--- src/rtl/time_set_pkg.sv ---
// Shared definitions for the time-setting controller: position codes,
// controller states and default field limits.
package time_set_pkg;

   // Encodings of the position selector input
   localparam logic [1:0] POS_SEC  = 2'b00;
   localparam logic [1:0] POS_MIN  = 2'b01;
   localparam logic [1:0] POS_HOUR = 2'b10;
   localparam logic [1:0] POS_NONE = 2'b11;

   // Controller states
   typedef enum logic [1:0] {
      IDLE   = 2'b00,
      SET    = 2'b01,
      COMMIT = 2'b10
   } state_e;

   // Default limits and timing
   localparam int HOUR_MAX_DEF     = 23;
   localparam int MIN_MAX_DEF      = 59;
   localparam int SEC_MAX_DEF      = 59;
   localparam int REPEAT_DELAY_DEF = 50_000_000;
   localparam int REPEAT_RATE_DEF  = 10_000_000;
   localparam int FIELD_W_DEF      = 8;

   // Larger of two integers, used to size the shared repeat counter
   function automatic int max_int(input int a, input int b);
      if (a > b) begin
         return a;
      end else begin
         return b;
      end
   endfunction

endpackage

--- src/rtl/field_counter.sv ---
// One editable time field: loadable, wraps to 0 above MAX and to MAX below 0.
// A load value above MAX is clamped so the field never leaves its range.
module field_counter #(
   parameter int MAX = 59,
   parameter int W   = 8
) (
   input  logic         clk,
   input  logic         reset,
   input  logic         load_en,
   input  logic [W-1:0] load_val,
   input  logic         inc,
   input  logic         dec,
   output logic [W-1:0] value
);

   localparam logic [W-1:0] MAX_V  = W'(MAX);
   localparam logic [W-1:0] ZERO_V = {W{1'b0}};
   localparam logic [W-1:0] ONE_V  = W'(1);

   logic [W-1:0] value_r;
   logic [W-1:0] value_next_s;

   // Next field value: load has priority, then a single-direction step
   always_comb begin
      value_next_s = value_r;
      if (load_en) begin
         if (load_val > MAX_V) begin
            value_next_s = MAX_V;
         end else begin
            value_next_s = load_val;
         end
      end else if (inc && !dec) begin
         if (value_r >= MAX_V) begin
            value_next_s = ZERO_V;
         end else begin
            value_next_s = value_r + ONE_V;
         end
      end else if (dec && !inc) begin
         if (value_r == ZERO_V) begin
            value_next_s = MAX_V;
         end else if (value_r > MAX_V) begin
            value_next_s = MAX_V;
         end else begin
            value_next_s = value_r - ONE_V;
         end
      end else begin
         value_next_s = value_r;
      end
   end

   // Field register
   always_ff @(posedge clk) begin
      if (reset) begin
         value_r <= ZERO_V;
      end else begin
         value_r <= value_next_s;
      end
   end

   assign value = value_r;

endmodule

--- src/rtl/time_set_ctrl.sv ---
// Time-of-day setting controller. Captures the running time on entry to set
// mode, lets the user step the selected field with add/sub buttons (with
// hold-to-repeat) and pulses load for one cycle when set mode is left.
module time_set_ctrl
   import time_set_pkg::*;
#(
   parameter int HOUR_MAX     = HOUR_MAX_DEF,
   parameter int MIN_MAX      = MIN_MAX_DEF,
   parameter int SEC_MAX      = SEC_MAX_DEF,
   parameter int REPEAT_DELAY = REPEAT_DELAY_DEF,
   parameter int REPEAT_RATE  = REPEAT_RATE_DEF,
   parameter int FIELD_W      = FIELD_W_DEF
) (
   input  logic               clk,
   input  logic               reset,
   input  logic               activation,
   input  logic [1:0]         position,
   input  logic               add_press,
   input  logic               sub_press,
   input  logic [FIELD_W-1:0] cur_hours,
   input  logic [FIELD_W-1:0] cur_minutes,
   input  logic [FIELD_W-1:0] cur_seconds,
   output logic [FIELD_W-1:0] hours,
   output logic [FIELD_W-1:0] minutes,
   output logic [FIELD_W-1:0] seconds,
   output logic               setting,
   output logic               load
);

   // Repeat counter must hold both the initial delay and the repeat period
   localparam int CNT_W = $clog2(max_int(REPEAT_DELAY, REPEAT_RATE) + 1);
   localparam logic [CNT_W-1:0] DELAY_LAST = CNT_W'(REPEAT_DELAY - 1);
   localparam logic [CNT_W-1:0] RATE_LAST  = CNT_W'(REPEAT_RATE - 1);
   localparam logic [CNT_W-1:0] CNT_ZERO   = {CNT_W{1'b0}};
   localparam logic [CNT_W-1:0] CNT_ONE    = CNT_W'(1);

   state_e           state_r;
   state_e           state_next_s;

   logic             act_prev_r;
   logic             add_prev_r;
   logic             sub_prev_r;
   logic [1:0]       pos_prev_r;

   logic [CNT_W-1:0] rpt_cnt_r;
   logic             rpt_active_r;
   logic             hold_prev_r;

   logic             setting_r;
   logic             load_r;

   logic             act_rise_s;
   logic             act_fall_s;
   logic             add_rise_s;
   logic             sub_rise_s;
   logic             single_add_s;
   logic             single_sub_s;
   logic             in_set_s;
   logic             hold_s;
   logic             pos_chg_s;
   logic             restart_s;
   logic             rpt_tick_s;
   logic             edge_step_s;
   logic             step_s;
   logic             inc_s;
   logic             dec_s;
   logic             capture_s;

   logic             sec_inc_s;
   logic             sec_dec_s;
   logic             min_inc_s;
   logic             min_dec_s;
   logic             hour_inc_s;
   logic             hour_dec_s;

   // Edge detection and step qualification
   assign act_rise_s   = activation & ~act_prev_r;
   assign act_fall_s   = ~activation & act_prev_r;
   assign add_rise_s   = add_press & ~add_prev_r;
   assign sub_rise_s   = sub_press & ~sub_prev_r;
   assign single_add_s = add_press & ~sub_press;
   assign single_sub_s = sub_press & ~add_press;
   assign in_set_s     = (state_r == SET);
   // Exactly one button held while editing; both held keeps repeat in reset
   assign hold_s       = in_set_s & (single_add_s | single_sub_s);
   assign pos_chg_s    = (position != pos_prev_r);
   // A fresh press, a direction swap, a new field or a gap restarts the delay
   assign restart_s    = add_rise_s | sub_rise_s | ~hold_prev_r | pos_chg_s;
   assign edge_step_s  = (single_add_s & add_rise_s) | (single_sub_s & sub_rise_s);
   assign step_s       = hold_s & (edge_step_s | rpt_tick_s);
   assign inc_s        = step_s & single_add_s;
   assign dec_s        = step_s & single_sub_s;
   assign capture_s    = (state_r == IDLE) & act_rise_s;

   // Input history used for edge detection and position-change detection
   always_ff @(posedge clk) begin
      if (reset) begin
         act_prev_r <= 1'b0;
         add_prev_r <= 1'b0;
         sub_prev_r <= 1'b0;
         pos_prev_r <= POS_SEC;
      end else begin
         act_prev_r <= activation;
         add_prev_r <= add_press;
         sub_prev_r <= sub_press;
         pos_prev_r <= position;
      end
   end

   // Auto-repeat tick: counter reached the end of the delay or repeat period
   always_comb begin
      rpt_tick_s = 1'b0;
      if (hold_s && !restart_s) begin
         if (rpt_active_r) begin
            rpt_tick_s = (rpt_cnt_r == RATE_LAST);
         end else begin
            rpt_tick_s = (rpt_cnt_r == DELAY_LAST);
         end
      end else begin
         rpt_tick_s = 1'b0;
      end
   end

   // Hold-duration counter: delay phase first, then fixed-rate repeat phase
   always_ff @(posedge clk) begin
      if (reset) begin
         rpt_cnt_r    <= CNT_ZERO;
         rpt_active_r <= 1'b0;
         hold_prev_r  <= 1'b0;
      end else if (!hold_s) begin
         rpt_cnt_r    <= CNT_ZERO;
         rpt_active_r <= 1'b0;
         hold_prev_r  <= 1'b0;
      end else if (restart_s) begin
         rpt_cnt_r    <= CNT_ZERO;
         rpt_active_r <= 1'b0;
         hold_prev_r  <= 1'b1;
      end else if (rpt_tick_s) begin
         rpt_cnt_r    <= CNT_ZERO;
         rpt_active_r <= 1'b1;
         hold_prev_r  <= 1'b1;
      end else begin
         rpt_cnt_r    <= rpt_cnt_r + CNT_ONE;
         rpt_active_r <= rpt_active_r;
         hold_prev_r  <= 1'b1;
      end
   end

   // Route the step to the field chosen by position
   always_comb begin
      sec_inc_s  = 1'b0;
      sec_dec_s  = 1'b0;
      min_inc_s  = 1'b0;
      min_dec_s  = 1'b0;
      hour_inc_s = 1'b0;
      hour_dec_s = 1'b0;
      case (position)
         POS_SEC: begin
            sec_inc_s = inc_s;
            sec_dec_s = dec_s;
         end
         POS_MIN: begin
            min_inc_s = inc_s;
            min_dec_s = dec_s;
         end
         POS_HOUR: begin
            hour_inc_s = inc_s;
            hour_dec_s = dec_s;
         end
         POS_NONE: begin
            sec_inc_s = 1'b0;
         end
         default: begin
            sec_inc_s = 1'b0;
         end
      endcase
   end

   // Mode sequencing: idle, editing, one-cycle commit
   always_comb begin
      state_next_s = state_r;
      case (state_r)
         IDLE: begin
            if (act_rise_s) begin
               state_next_s = SET;
            end else begin
               state_next_s = IDLE;
            end
         end
         SET: begin
            if (act_fall_s) begin
               state_next_s = COMMIT;
            end else begin
               state_next_s = SET;
            end
         end
         COMMIT: begin
            state_next_s = IDLE;
         end
         default: begin
            state_next_s = IDLE;
         end
      endcase
   end

   // State register plus registered mode flags derived from the next state
   always_ff @(posedge clk) begin
      if (reset) begin
         state_r   <= IDLE;
         setting_r <= 1'b0;
         load_r    <= 1'b0;
      end else begin
         state_r   <= state_next_s;
         setting_r <= (state_next_s == SET);
         load_r    <= (state_next_s == COMMIT);
      end
   end

   field_counter #(
      .MAX (SEC_MAX),
      .W   (FIELD_W)
   ) u_sec (
      .clk      (clk),
      .reset    (reset),
      .load_en  (capture_s),
      .load_val (cur_seconds),
      .inc      (sec_inc_s),
      .dec      (sec_dec_s),
      .value    (seconds)
   );

   field_counter #(
      .MAX (MIN_MAX),
      .W   (FIELD_W)
   ) u_min (
      .clk      (clk),
      .reset    (reset),
      .load_en  (capture_s),
      .load_val (cur_minutes),
      .inc      (min_inc_s),
      .dec      (min_dec_s),
      .value    (minutes)
   );

   field_counter #(
      .MAX (HOUR_MAX),
      .W   (FIELD_W)
   ) u_hour (
      .clk      (clk),
      .reset    (reset),
      .load_en  (capture_s),
      .load_val (cur_hours),
      .inc      (hour_inc_s),
      .dec      (hour_dec_s),
      .value    (hours)
   );

   assign setting = setting_r;
   assign load    = load_r;

endmodule
--- config.mk ---
export PLATFORM = sky130hd
export DESIGN_NAME = time_set_ctrl
export DESIGN_NICKNAME = d
export VERILOG_FILES = /design/src/rtl/time_set_pkg.sv /design/src/rtl/field_counter.sv /design/src/rtl/time_set_ctrl.sv
export SDC_FILE = /design/constraint.sdc
export NUM_CORES = 1
export LEC_CHECK = 0
export CORE_ASPECT_RATIO = 1.75
export CORE_MARGIN = 2
export CORE_UTILIZATION = 39
export DETAILED_ROUTE_END_ITERATION = 10
export PLACE_DENSITY = 0.65
export SETUP_SLACK_MARGIN = 0.1
export SLEW_MARGIN = 20
export SYNTH_ARGS = -nofsm -noshare
export SYNTH_HDL_FRONTEND = slang
export SYNTH_SLANG_ARGS = --single-unit
--- constraint.sdc ---
create_clock -name clk -period 2.8 [get_ports clk]
set_clock_uncertainty 0.2 [all_clocks]
set_input_delay 0.7 -clock clk [delete_from_list [all_inputs] [get_ports clk]]
set_output_delay 0.7 -clock clk [all_outputs]
set_load 0.005 [all_outputs]
==> impl_metrics.yaml, run 1 <==
yosys:
  syn_nets: 526
  avgSynthCellArea_um2: 7.87
  synthFlopType: "dfxtp_1"
  synth_area_leaders: "dfxtp_1 (32%), nor2_1 (5.6%), xor2_1 (5.3%), xnor2_1 (4.4%), nand3_1 (4.3%)"
  synth_area_um2: 3800
  netlist_instances: 483
  synth_top_area_share_pct: 32.1
  ys_seq_area_share_pct: 32.1
  synth_seq_cells: 61
  synth_async_sr_flop_share_pct: 0
  yosys.area.top_type: "dfxtp_1"
  synth_edf_count: 0
  yosys_warnings: 0
  ys_types: 67
global_route:
  overflow: 0
  grt_pass1_wl_mm: 17.9
  grt_util_all_layers_pct: 21.4
  grt_max_degree: 27
  grt_pass1_vias: 3848
  antenna_found_initial: 0
timing:
  relSlewSlack_pct: 57.4
  layout_worst_path_cycle_share_pct: 95.2
  setup_viol: 0
  hold_viol: 0
  period_needed_ps: 2670
  tns_ps: 0
  rsz0062_at_grt: "yes"
  worst-slew-pin-transition_ps: 624
  whs_ps: 266
  max_clock_freq_mhz: 375
  drv_slew: 0
setup_path:
  r2r_cells: 8
  start_kind: "input port"
  setup.worst_path.class: "in2reg"
  worstPathArrival_ps: 2720
  required_ps: 2860
  worstSetupEndpointType: "flop"
  worst-path-max-fanout: 6
floorplanning:
  coreArea_um2: 9470
  start_util_pct: 40.2
  top_level_ports: 57
  die_w_um: 78.6
  fp.dieH_um: 135
  rows: 47
  dieArea_um2: 10600
power_and_ir_drop:
  power_switching_w: 0.000757
  seqPwrFrac_pct: 35.4
  p_comb_share_pct: 23.4
  ir_worst_vdd_uv: 387
  switching_share_pct: 27.3
  p_leak_nw: 1.98
  clock_power_share_pct: 41.3
  p_total_w: 0.00277
  internal_power_w: 0.00201
  power_density_nw_per_um2: 527
route:
  vias: 3869
  drc: 0
  wl_per_cell_um: 15.6
  vias_per_cell: 5.49
  dr.pass1.iters: 5
  ant_nets: 0
  wirelength_mm: 11.0
  drt_iter0_markers: 122
clocking:
  cts_buffer_depth: 2
  cts_tree: "yes"
  insertion_delay_ps: 330
  cts_buffers: 9
  root_buffer: "clkbuf_16"
  clk_pin_slew_ps: 50
  clock_sinks: 61
  cts_max_level: 3
  hold_buffers: 0
layout:
  fin_area_um2: 5260
  fill_cells: 893
  nets: 621
  final_core_util_pct: 55.6
  syn_to_final_growth_pct: 38.3
  diodes: 0
  drive_above_1_share_pct: 16.3
placement:
  dp_hpwl_mm: 8.19
  place_congestion: 0.921
  io_buffer_count: 56
  placed_cell_area_um2: 4820
status:
  outcome: "finished, final reports clean"
flow_run:
  maxCapViolations: 0
min_path:
  holdPathStages: 1
  min_path_type: "reg2reg"
[synthesized netlist by cell type, types with 9 or more instances]
master	count
a21oi_1	21
clkbuf_1	17
dfxtp_1	61
ha_1	12
inv_1	16
nand2_1	34
nand2b_1	10
nand3_1	33
nor2_1	57
nor3_1	29
nor4_1	9
o21ai_0	18
xnor2_1	19
xor2_1	23
[stage by stage]
step / std cells / setup WS [ps]
3_3_place_gp: 684 / -601
4_1_cts: 704 / 131
3_5_place_dp: 684 / -668
6_report: 705 / 135
2_1_floorplan: 483 / 96.2
5_1_grt: 705 / 55.0
[routing by layer]
layer | track usage [%] | share of wire, % | vias to the layer above | routed length [um]
met5 | 0 | 0 | - | 0
met4 | 11.6 | 2.1 | 0 | 234
met3 | 3.21 | 4.9 | 19 | 544
met2 | 40.9 | 55 | 104 | 6020
met1 | 21.7 | 38 | 1809 | 4220
li1 | - | - | 1937 | -
[power groups by stage]
| stage | Sequential (W) | Clock (W) | Combinational, W |
|---|---|---|---|
| finish | 0.000980 | 0.00114 | 0.000647 |
| floorplan | 0.000961 | 0 | 0.000380 |
| detailed placement | 0.000996 | 0 | 0.000633 |
| global route | 0.000986 | 0.00120 | 0.000711 |
| global placement | 0.000994 | 0 | 0.000630 |
| CTS | 0.000979 | 0.00117 | 0.000646 |
[flip-flops by register name, summed over array words and instances (netlist names)]
name,flops
act_prev_r,1
add_prev_r,1
hold_prev_r,1
load,1
pos_prev_r,2
rpt_active_r,1
rpt_cnt_r,26
setting,1
state_r,2
sub_prev_r,1
u_hour.value,8
u_min.value,8
u_sec.value,8
[final timing paths]
check | start | end | slack (ps)
max reg2reg | rpt_active_r | u_hour.value[0] | 190
min | rpt_cnt_r[0] | rpt_cnt_r[0] | 270
min reg2reg | rpt_cnt_r[0] | rpt_cnt_r[0] | 270
max | position[1] | u_hour.value[0] | 130
[layout make-up]
type                    instances  area, um2  area share [%]
clock buffers                  13        270            5.14
clock inverters                 3       42.5           0.809
inverters                      16       60.1            1.14
multi-input cells             379       2510            47.8
flip-flops and latches         61       1220            23.2
well taps                     122        153            2.90
repair buffers                111        998            19.0
[cell families (layout without fill, tap and decap cells)]
family                   after synthesis  after routing  synth area share [%]
buffers and inverters                 43            143                  4.71
AO/OA/AOI/OAI                         93             93                  17.8
flip-flops                            61             61                  32.1
AND/OR/NAND/NOR                      230            230                  31.3
adder cells (fa/ha/maj)               12             12                  3.95
XOR/XNOR                              42             42                  9.67
multiplexers                           2              2                 0.527
[cells in the final DEF, fill, tap and decap left out, types with 7 or more instances in the layout]
cell,netlist,layout
o21ai_0,18,17
nand2_1,34,34
nor3_1,29,27
xor2_1,23,23
nor2_1,57,54
clkbuf_16,0,9
dfxtp_1,61,60
nor2b_1,8,8
nor4_1,9,8
nand3_1,33,32
ha_1,12,11
inv_1,16,15
xnor2_1,19,17
or3_1,8,8
and3_1,7,7
nand2b_1,10,10
clkdlybuf4s50_1,0,53
nand4_1,8,8
buf_4,1,51
a21oi_1,21,21
[what timing repair did]
| item | CTS | global route |
|---|---|---|
| endpoints found under the setup margin | 50 | 13 |
| resized for setup | 18 | 8 |
| buffers inserted | 4 | 1 |
| pin swaps | 8 | 7 |
[worst max-delay path, stage by stage]
cell and delay (ps):
clkdlybuf4s50_1 570, xnor2_2 150, nand3_2 130, nor2_4 160, a21boi_4 110, buf_4 150, or3_1 360, a211o_1 220
a31oi_1 170
Note: power is estimated with default switching activity, not from simulation.
==> run 2, diff against run 1 <==
--- a/config.mk
+++ b/config.mk
@@ -5,6 +5,7 @@
 export SDC_FILE = /design/constraint.sdc
 export NUM_CORES = 1
 export LEC_CHECK = 0
+export ABC_CLOCK_PERIOD_IN_PS = 2800
 export CORE_ASPECT_RATIO = 1.75
 export CORE_MARGIN = 2
 export CORE_UTILIZATION = 39
@@ -15,3 +16,4 @@
 export SYNTH_ARGS = -nofsm -noshare
 export SYNTH_HDL_FRONTEND = slang
 export SYNTH_SLANG_ARGS = --single-unit
+export TNS_END_PERCENT = 5
==> impl_metrics.yaml, run 2 (synthesized netlist as in run 1, its figures left out) <==
floorplanning:
  coreArea_um2: 9470
  dieArea_um2: 10600
  die_w_um: 78.6
  fp.dieH_um: 135
  rows: 47
  start_util_pct: 40.2
  top_level_ports: 57
setup_path:
  required_ps: 2820
  worstPathArrival_ps: 2660
  worstSetupEndpointType: "flop"
  worst-path-max-fanout: 7
  setup.worst_path.class: "in2reg"
  start_kind: "input port"
clocking:
  clk_pin_slew_ps: 50
  cts_buffer_depth: 2
  cts_max_level: 3
  cts_tree: "yes"
  insertion_delay_ps: 330
  cts_buffers: 9
  root_buffer: "clkbuf_16"
  clock_sinks: 61
placement:
  placed_cell_area_um2: 4850
  io_buffer_count: 56
  dp_cells: 689
  place_congestion: 0.898
  dp_hpwl_mm: 8.13
power_and_ir_drop:
  p_comb_share_pct: 24.7
  ir_worst_vdd_uv: 403
  seqPwrFrac_pct: 38.0
  clock_power_share_pct: 37.3
  internal_power_w: 0.00185
  p_leak_nw: 1.97
  switching_share_pct: 29.0
  power_switching_w: 0.000754
  power_density_nw_per_um2: 498
global_route:
  grt_pass1_vias: 3951
  grt_max_degree: 27
  grt_pass1_wl_mm: 18.4
  antenna_found_initial: 0
  overflow: 0
  grt_util_all_layers_pct: 21.7
layout:
  multi_input_area_um2: 2510
  fin_area_um2: 5230
  regArea_um2: 1220
  largest_reg_flops: 26
  layout_commonest_cell: "dfxtp_1"
  syn_to_final_growth_pct: 37.5
  final_cell_mix: "dfxtp_1 (61), buf_4 (56), nor2_1 (55)"
  drive_above_1_share_pct: 16.0
  top_register: "rpt_cnt_r"
  nets: 625
  final_cells: 709
  diodes: 0
  fill_cells: 896
flow_run:
  maxCapViolations: 0
timing:
  period_needed_ps: 2640
  drv_slew: 0
  hold_viol: 0
  worst-slew-pin-transition_ps: 602
  setup_viol: 0
  max_clock_freq_mhz: 379
  layout_worst_path_cycle_share_pct: 94.2
  rsz0062_at_grt: "yes"
  relSlewSlack_pct: 58.8
route:
  drt_iter0_markers: 187
  wirelength_mm: 11.1
  dr.pass1.iters: 4
  drc: 0
  wl_per_cell_um: 15.6
  ant_nets: 0
  vias: 3947
  vias_per_cell: 5.57
min_path:
  min_path_type: "reg2reg"
status:
  outcome: "finished, final reports clean"
[run 2: power groups by stage]
stage / sequential (W) / clock (W) / combinational, W
global placement: 0.00100 / 0 / 0.000612
global route: 0.000998 / 0.00103 / 0.000711
floorplan: 0.000961 / 0 / 0.000380
detailed placement: 0.00101 / 0 / 0.000622
finish: 0.000990 / 0.000972 / 0.000642
CTS: 0.000988 / 0.000992 / 0.000630
[run 2: final timing paths]
| path | from | endpoint | slack, ps | cells past startpoint |
|---|---|---|---|---|
| setup / recovery | sub_press | u_sec.value[4] | 160 | 12 |
| hold reg to reg | rpt_cnt_r[0] | rpt_cnt_r[0] | 260 | 1 |
| setup reg to reg | rpt_cnt_r[8] | u_sec.value[4] | 190 | 9 |
| hold / removal | rpt_cnt_r[0] | rpt_cnt_r[0] | 260 | 1 |
[run 2: per-stage QoR]
stage	hold WS (ps)	TNS [ps]	utilization, %	setup WS (ps)	total power [W]
2_1_floorplan	226	0	-	67.2	0.00134
3_3_place_gp	244	-20610	51.2	-601	0.00162
3_5_place_dp	248	-22890	51.2	-648	0.00163
4_1_cts	258	0	54.4	146	0.00261
5_1_grt	267	0	55.2	50.3	0.00274
6_report	261	0	55.2	163	0.00260
[run 2: routing by layer]
layer  up-vias  track usage [%]  share of wire [%]
li1       1945                -                  -
met1      1898             23.3                 39
met2        83             39.6                 55
met3        21             3.61                3.4
met4         0             11.8                2.9
met5         -                0                  0
[run 2: repair_timing]
action                     in CTS  in global routing
gates cloned                    0                  0
resized for setup              15                  9
pin swaps                       4                  5
setup endpoints to repair      50                 17
hold buffers                    0                  0
buffers inserted                1                  3
[run 2: final cells by class]
type,instances,share of cell area (%)
Inverter,16,1.15
Multi-Input combinational cell,379,47.9
Sequential cell,61,23.4
Timing Repair Buffer,115,19.8
Clock inverter,2,0.191
Clock buffer,14,4.67
Tap cell,122,2.92
[run 2: worst max-delay path, stage by stage]
cell,delay [ps]
clkdlybuf4s15_2,220
inv_1,70
ha_1,180
buf_4,140
nor2b_1,140
nor2_2,170
nor3_1,70
a31o_2,260
nor2_1,170
buf_4,190
nor2_1,90
a22o_1,240
==> run 3, diff against run 2 <==
--- a/config.mk
+++ b/config.mk
@@ -11,6 +11,7 @@
 export CORE_UTILIZATION = 39
 export DETAILED_ROUTE_END_ITERATION = 10
 export PLACE_DENSITY = 0.65
+export REMOVE_ABC_BUFFERS = 1
 export SETUP_SLACK_MARGIN = 0.1
 export SLEW_MARGIN = 20
 export SYNTH_ARGS = -nofsm -noshare
==> impl_metrics.yaml, run 3 (synthesized netlist as in run 1, its figures left out) <==
route:
  vias_per_cell: 5.59
  dr.pass1.iters: 4
  wirelength_mm: 10.7
  ant_nets: 0
  drc: 0
  vias: 3891
  wl_per_cell_um: 15.4
  drt_iter0_markers: 206
clocking:
  cts_tree: "yes"
  cts_buffer_depth: 2
  clock_sinks: 61
  hold_buffers: 0
  clk_pin_slew_ps: 50
  root_buffer: "clkbuf_16"
  cts_max_level: 3
  cts_buffers: 9
  insertion_delay_ps: 330
setup_path:
  reg2reg_to: "u_sec.value[2]"
  crit_end: "u_min.value[1]"
  worstPathArrival_ps: 2670
  setup.worst_path.class: "in2reg"
  r2r_cells: 8
  crit_chain: "clkdlybuf4s50_1, xnor2_2, nand3_2, nor2_4, buf_4, a41o_1, a21oi_1, or3_1, a32o_1"
  start_kind: "input port"
  r2r-start: "rpt_cnt_r[8]"
  required_ps: 2820
  r2r_slack_ps: 230
  worst-path-max-fanout: 4
  worstSetupEndpointType: "flop"
  cp-startpoint: "position[1]"
  critPathMaxStageDelay_ps: 490
  cp_slowest_cell: "clkdlybuf4s50_1"
layout:
  multi_input_area_um2: 2530
  fin_area_um2: 5220
  final_cell_mix: "dfxtp_1 (61), nor2_1 (53), clkdlybuf4s50_1 (53)"
  largest_reg_flops: 26
  fill_cells: 914
  top_register: "rpt_cnt_r"
  final_cells: 696
  nets: 612
  diodes: 0
  syn_to_final_growth_pct: 37.2
  regArea_um2: 1220
  drive_above_1_share_pct: 15.3
  layout_commonest_cell: "dfxtp_1"
floorplanning:
  die_w_um: 78.6
  fp.dieH_um: 135
  coreArea_um2: 9470
  top_level_ports: 57
  rows: 47
  start_util_pct: 40.2
  dieArea_um2: 10600
global_route:
  grt_max_degree: 27
  antenna_found_initial: 0
  grt_pass1_vias: 3900
  overflow: 0
  grt_util_all_layers_pct: 20.9
  grt_pass1_wl_mm: 17.7
timing:
  setup_slack_ps: 145
  layout_worst_path_cycle_share_pct: 94.8
  period_needed_ps: 2650
  setup_viol: 0
  relSlewSlack_pct: 60.5
  worst-slew-pin-transition_ps: 577
  rsz0062_at_grt: "yes"
  drv_slew: 0
  max_clock_freq_mhz: 377
  hold_viol: 0
power_and_ir_drop:
  ir_worst_vdd_uv: 343
  p_leak_nw: 1.94
  power_density_nw_per_um2: 541
  p_total_w: 0.00282
placement:
  dp_cells: 677
  dp_hpwl_mm: 7.98
  dp_slack_ps: -962
  placed_cell_area_um2: 4750
  io_buffer_count: 56
  place_congestion: 0.933
status:
  outcome: "finished, final reports clean"
flow_run:
  maxCapViolations: 0
min_path:
  min_path_type: "reg2reg"
## run 3: cell types whose count changed in the layout (fill, tap and decap cells not counted), moves of 2 or more
| cell | delta |
|---|---|
| nor2_1 | -2 |
| buf_4 | -13 |
| clkbuf_1 | -3 |
| nor4_2 | -2 |
| clkbuf_8 | +2 |
| clkinv_2 | -2 |
| bufinv_16 | +2 |
| nor2_2 | +2 |
## run 3: worst max-delay path: cells and delay by family
family	cells	cell delay [ps]
buffers and inverters	2	630
XOR/XNOR	1	230
AND/OR/NAND/NOR	3	640
AO/OA/AOI/OAI	3	500
## run 3: per-layer routing
layer | GRT usage [%] | vias to the layer above | wire length [um]
li1 | - | 1929 | -
met3 | 4.01 | 30 | 392
met1 | 21.7 | 1845 | 4100
met5 | 0 | - | 0
met4 | 10.3 | 0 | 305
met2 | 39.1 | 87 | 5900
## run 3: worst min path at each step
stage | slack [ps] | cells past startpoint | start | end
6_report | 260 | 1 | rpt_cnt_r[0] | rpt_cnt_r[0]
3_3_place_gp | 240 | 1 | rpt_cnt_r[0] | rpt_cnt_r[0]
4_1_cts | 260 | 1 | rpt_cnt_r[0] | rpt_cnt_r[0]
3_5_place_dp | 250 | 1 | rpt_cnt_r[0] | rpt_cnt_r[0]
5_1_grt | 280 | 1 | rpt_cnt_r[0] | rpt_cnt_r[0]
2_1_floorplan | 230 | 1 | rpt_cnt_r[0] | rpt_cnt_r[0]
## run 3: cell type report
| cell class | count | area share (%) |
|---|---|---|
| clock buffers | 13 | 4.99 |
| clock inverters | 3 | 1.30 |
| inverters | 16 | 1.15 |
| multi-input cells | 379 | 48.5 |
| flip-flops and latches | 61 | 23.4 |
| well taps | 122 | 2.93 |
| repair buffers | 102 | 17.8 |
## run 3: timing repair
action / CTS / global route
gates resized for setup: 19 / 13
endpoints found under the setup margin: 50 / 21
pin swaps: 5 / 8
buffers inserted: 0 / 3
## run 3: metrics by stage
stage,util [%],hold slack [ps],setup TNS [ps]
2_1_floorplan,-,226,-1250
3_3_place_gp,50.2,242,-22800
3_5_place_dp,50.2,251,-28870
4_1_cts,54.3,263,0
5_1_grt,55.1,275,0
6_report,55.1,265,0
## run 3: report_power, final
part	switching (W)	internal [W]
logic	0.000292	0.000326
clock network	0.000388	0.000828
registers	0.0000789	0.000909
==> edit: new RTL, settings of run 2 <==
Add an input register stage for `cur_minutes`, with the module's reset; this delays it by one clock. The other inputs are not delayed to match.
--- a/src/rtl/time_set_ctrl.sv
+++ b/src/rtl/time_set_ctrl.sv
@@ -36,2 +36,12 @@
 
+   logic [FIELD_W-1:0] cur_minutes_q;
+
+   always_ff @(posedge clk) begin
+      if (reset) begin
+         cur_minutes_q <= '0;
+      end else begin
+         cur_minutes_q <= cur_minutes;
+      end
+   end
+
    state_e           state_r;
@@ -238,3 +248,3 @@
       .load_en  (capture_s),
-      .load_val (cur_minutes),
+      .load_val (cur_minutes_q),
       .inc      (min_inc_s),
Check against the original RTL: not equivalent (Yosys sat finds a counterexample within 4 cycles, from zero or initial values and one cycle with reset high).
==> edit against run 2 <==
  * Sequential power increased by 13%
  * Critical path type unchanged
  * Cell area increased by 4.1%
  * Worst setup slack got worse by 96 ps
  * Power is 13% higher
  * Synthesized cell count decreased by 1.7%
  * Routed wire length rose by 3.5%
  * Area after synthesis rose by 3.1%
  * Cell count shrank 0.14%
  * Die area increased by 3.0%
  * Sequential cell count increased by 8
  * Combinational power down 1%
==> edit: results (changes against run 2) <==
Final Wtd Congestion -> 0.891 (-0.79%)
Critical Path Start -> activation
Met2 wire len -> 6490 um (+7.1%)
Max FO, Critical Path -> 4 (-3)
GRT Util Overall -> 0.214 (-0.00289)
Run status -> completed
CP peak stage delay -> 540 ps (+280 ps)
Flop2flop setup slack -> 130 ps (-60 ps)
Cell Area, Placed -> 0.00503 sq mm (+3.7%)
Total number of vias -> 3968 (+0.53%)
Pin count of the biggest net entering global routing -> 28 (+3.7%)
Share of layout cells above drive strength 1 -> 0.173 (+0.0131)
M1 wire length -> 4340 um (+0.70%)
Vias in the first global route -> 3948 (-0.076%)
Htree depth -> 3 (unchanged)
Relative slew slack -> 0.596 (+0.00778)
LEAKAGE -> 1.99 nW (+1.1%)
Largest reg by FF count -> rpt_cnt_r
NumNets Final -> 621 (-0.64%)
Met3 routed WL -> 361 um (-3.7%)
Detailed Place HPWL -> 8530 um (+4.9%)
Avg WL per Cell -> 16.2 um (+3.6%)
Slowest CP cell -> or4b_4
Fmax -> 366 MHz (-3.5%)
Clock Latency Late Sink -> 340 ps
Peak supply drop -> 0.487 mV (+21%)
Worst flop-to-flop path endpoint -> u_min.value[4]
Reg-to-reg critical path startpoint -> rpt_cnt_r[0]
WP data arrival -> 2770 ps (+110 ps)
Sequential-to-total area share from yosys stat -> 0.352 (+0.0312)
Async set-or-reset flop fraction in the synthesized netlist -> 0 (unchanged)
Final Util -> 0.552 (about the same)
First-pass GRT wire length -> 18200 um (-1.1%)
Fillcell total -> 937 (+4.6%)
Highest routed layer -> met4
Mapped Nets -> 518 (-1.5%)
Post-synth top cells -> 69 x dfxtp_1, 56 x nor2_1, 31 x nand3_1, 26 x nand2_1, 22 x xor2_1
Place WS -> -678 ps (-30.1 ps)
Synth unique cells -> 61 (-9.0%)
CP endpoint -> u_min.value[2]
ANT cells -> 0 (unchanged)
Largest register FFs -> 26 (unchanged)
DRT iter0 DRCs -> 265 (+42%)
Largest cells by area after synthesis -> dfxtp_1 35%, nor2_1 5.4%, xor2_1 4.9%
edit: layout make-up:
class | count | area share
Multi-Input combinational cell | 362 | 0.455
Sequential cell | 69 | 0.254
Timing Repair Buffer | 116 | 0.190
Clock buffer | 12 | 0.0490
Tap cell | 125 | 0.0287
Inverter | 20 | 0.0147
Clock inverter | 4 | 0.00828
edit: per-stage QoR:
| stage | TNS, ps | instances | hold WS (ps) |
|---|---|---|---|
| 6_report | 0 | 708 | 285 |
| 5_1_grt | 0 | 708 | 309 |
| 4_1_cts | 0 | 708 | 285 |
| 3_5_place_dp | -14700 | 688 | 260 |
| 3_3_place_gp | -13490 | 688 | 240 |
| 2_1_floorplan | -438 | 475 | 226 |
edit: power breakdown:
group / leakage [nW] / internal [mW] / switching [mW]
Sequential: 0.564 / 1.03 / 0.0884
Clock: 0.158 / 0.757 / 0.424
Combinational: 1.27 / 0.337 / 0.298
Total: 1.99 / 2.12 / 0.810
edit: repair_timing:
item / in CTS / in global routing
endpoints found under the setup margin: 24 / 24
pin swaps: 7 / 5
cloned: 0 / 0
resized for setup: 20 / 7
setup buffers: 4 / 0
edit: logic make-up (layout without fill, tap and decap cells):
kind of cell / count (synthesis) / in the layout / synth area share
xor+xnor: 40 / 40 / 0.0894
mux: 1 / 1 / 0.00255
fa+ha+maj: 12 / 12 / 0.0383
compound gates: 102 / 102 / 0.191
simple gates: 207 / 207 / 0.284
flops: 69 / 69 / 0.352
buf+inv: 44 / 152 / 0.0428
edit: metal layers:
metal | vias up | track usage
li1 | 1933 | -
met1 | 1919 | 0.217
met2 | 98 | 0.416
met3 | 18 | 0.0409
met4 | 0 | 0.0885
met5 | - | 0
edit: worst min-delay path by stage:
stage	start	slack, ps	depth (start not counted)	end
CTS	u_hour.value[7]	290	2	u_hour.value[7]
floorplan	rpt_cnt_r[0]	230	1	rpt_cnt_r[0]
global placement	rpt_cnt_r[0]	240	1	rpt_cnt_r[0]
global route	u_hour.value[7]	310	2	u_hour.value[7]
detailed placement	rpt_cnt_r[0]	260	1	rpt_cnt_r[0]
finish	rpt_cnt_r[0]	280	1	rpt_cnt_r[0]
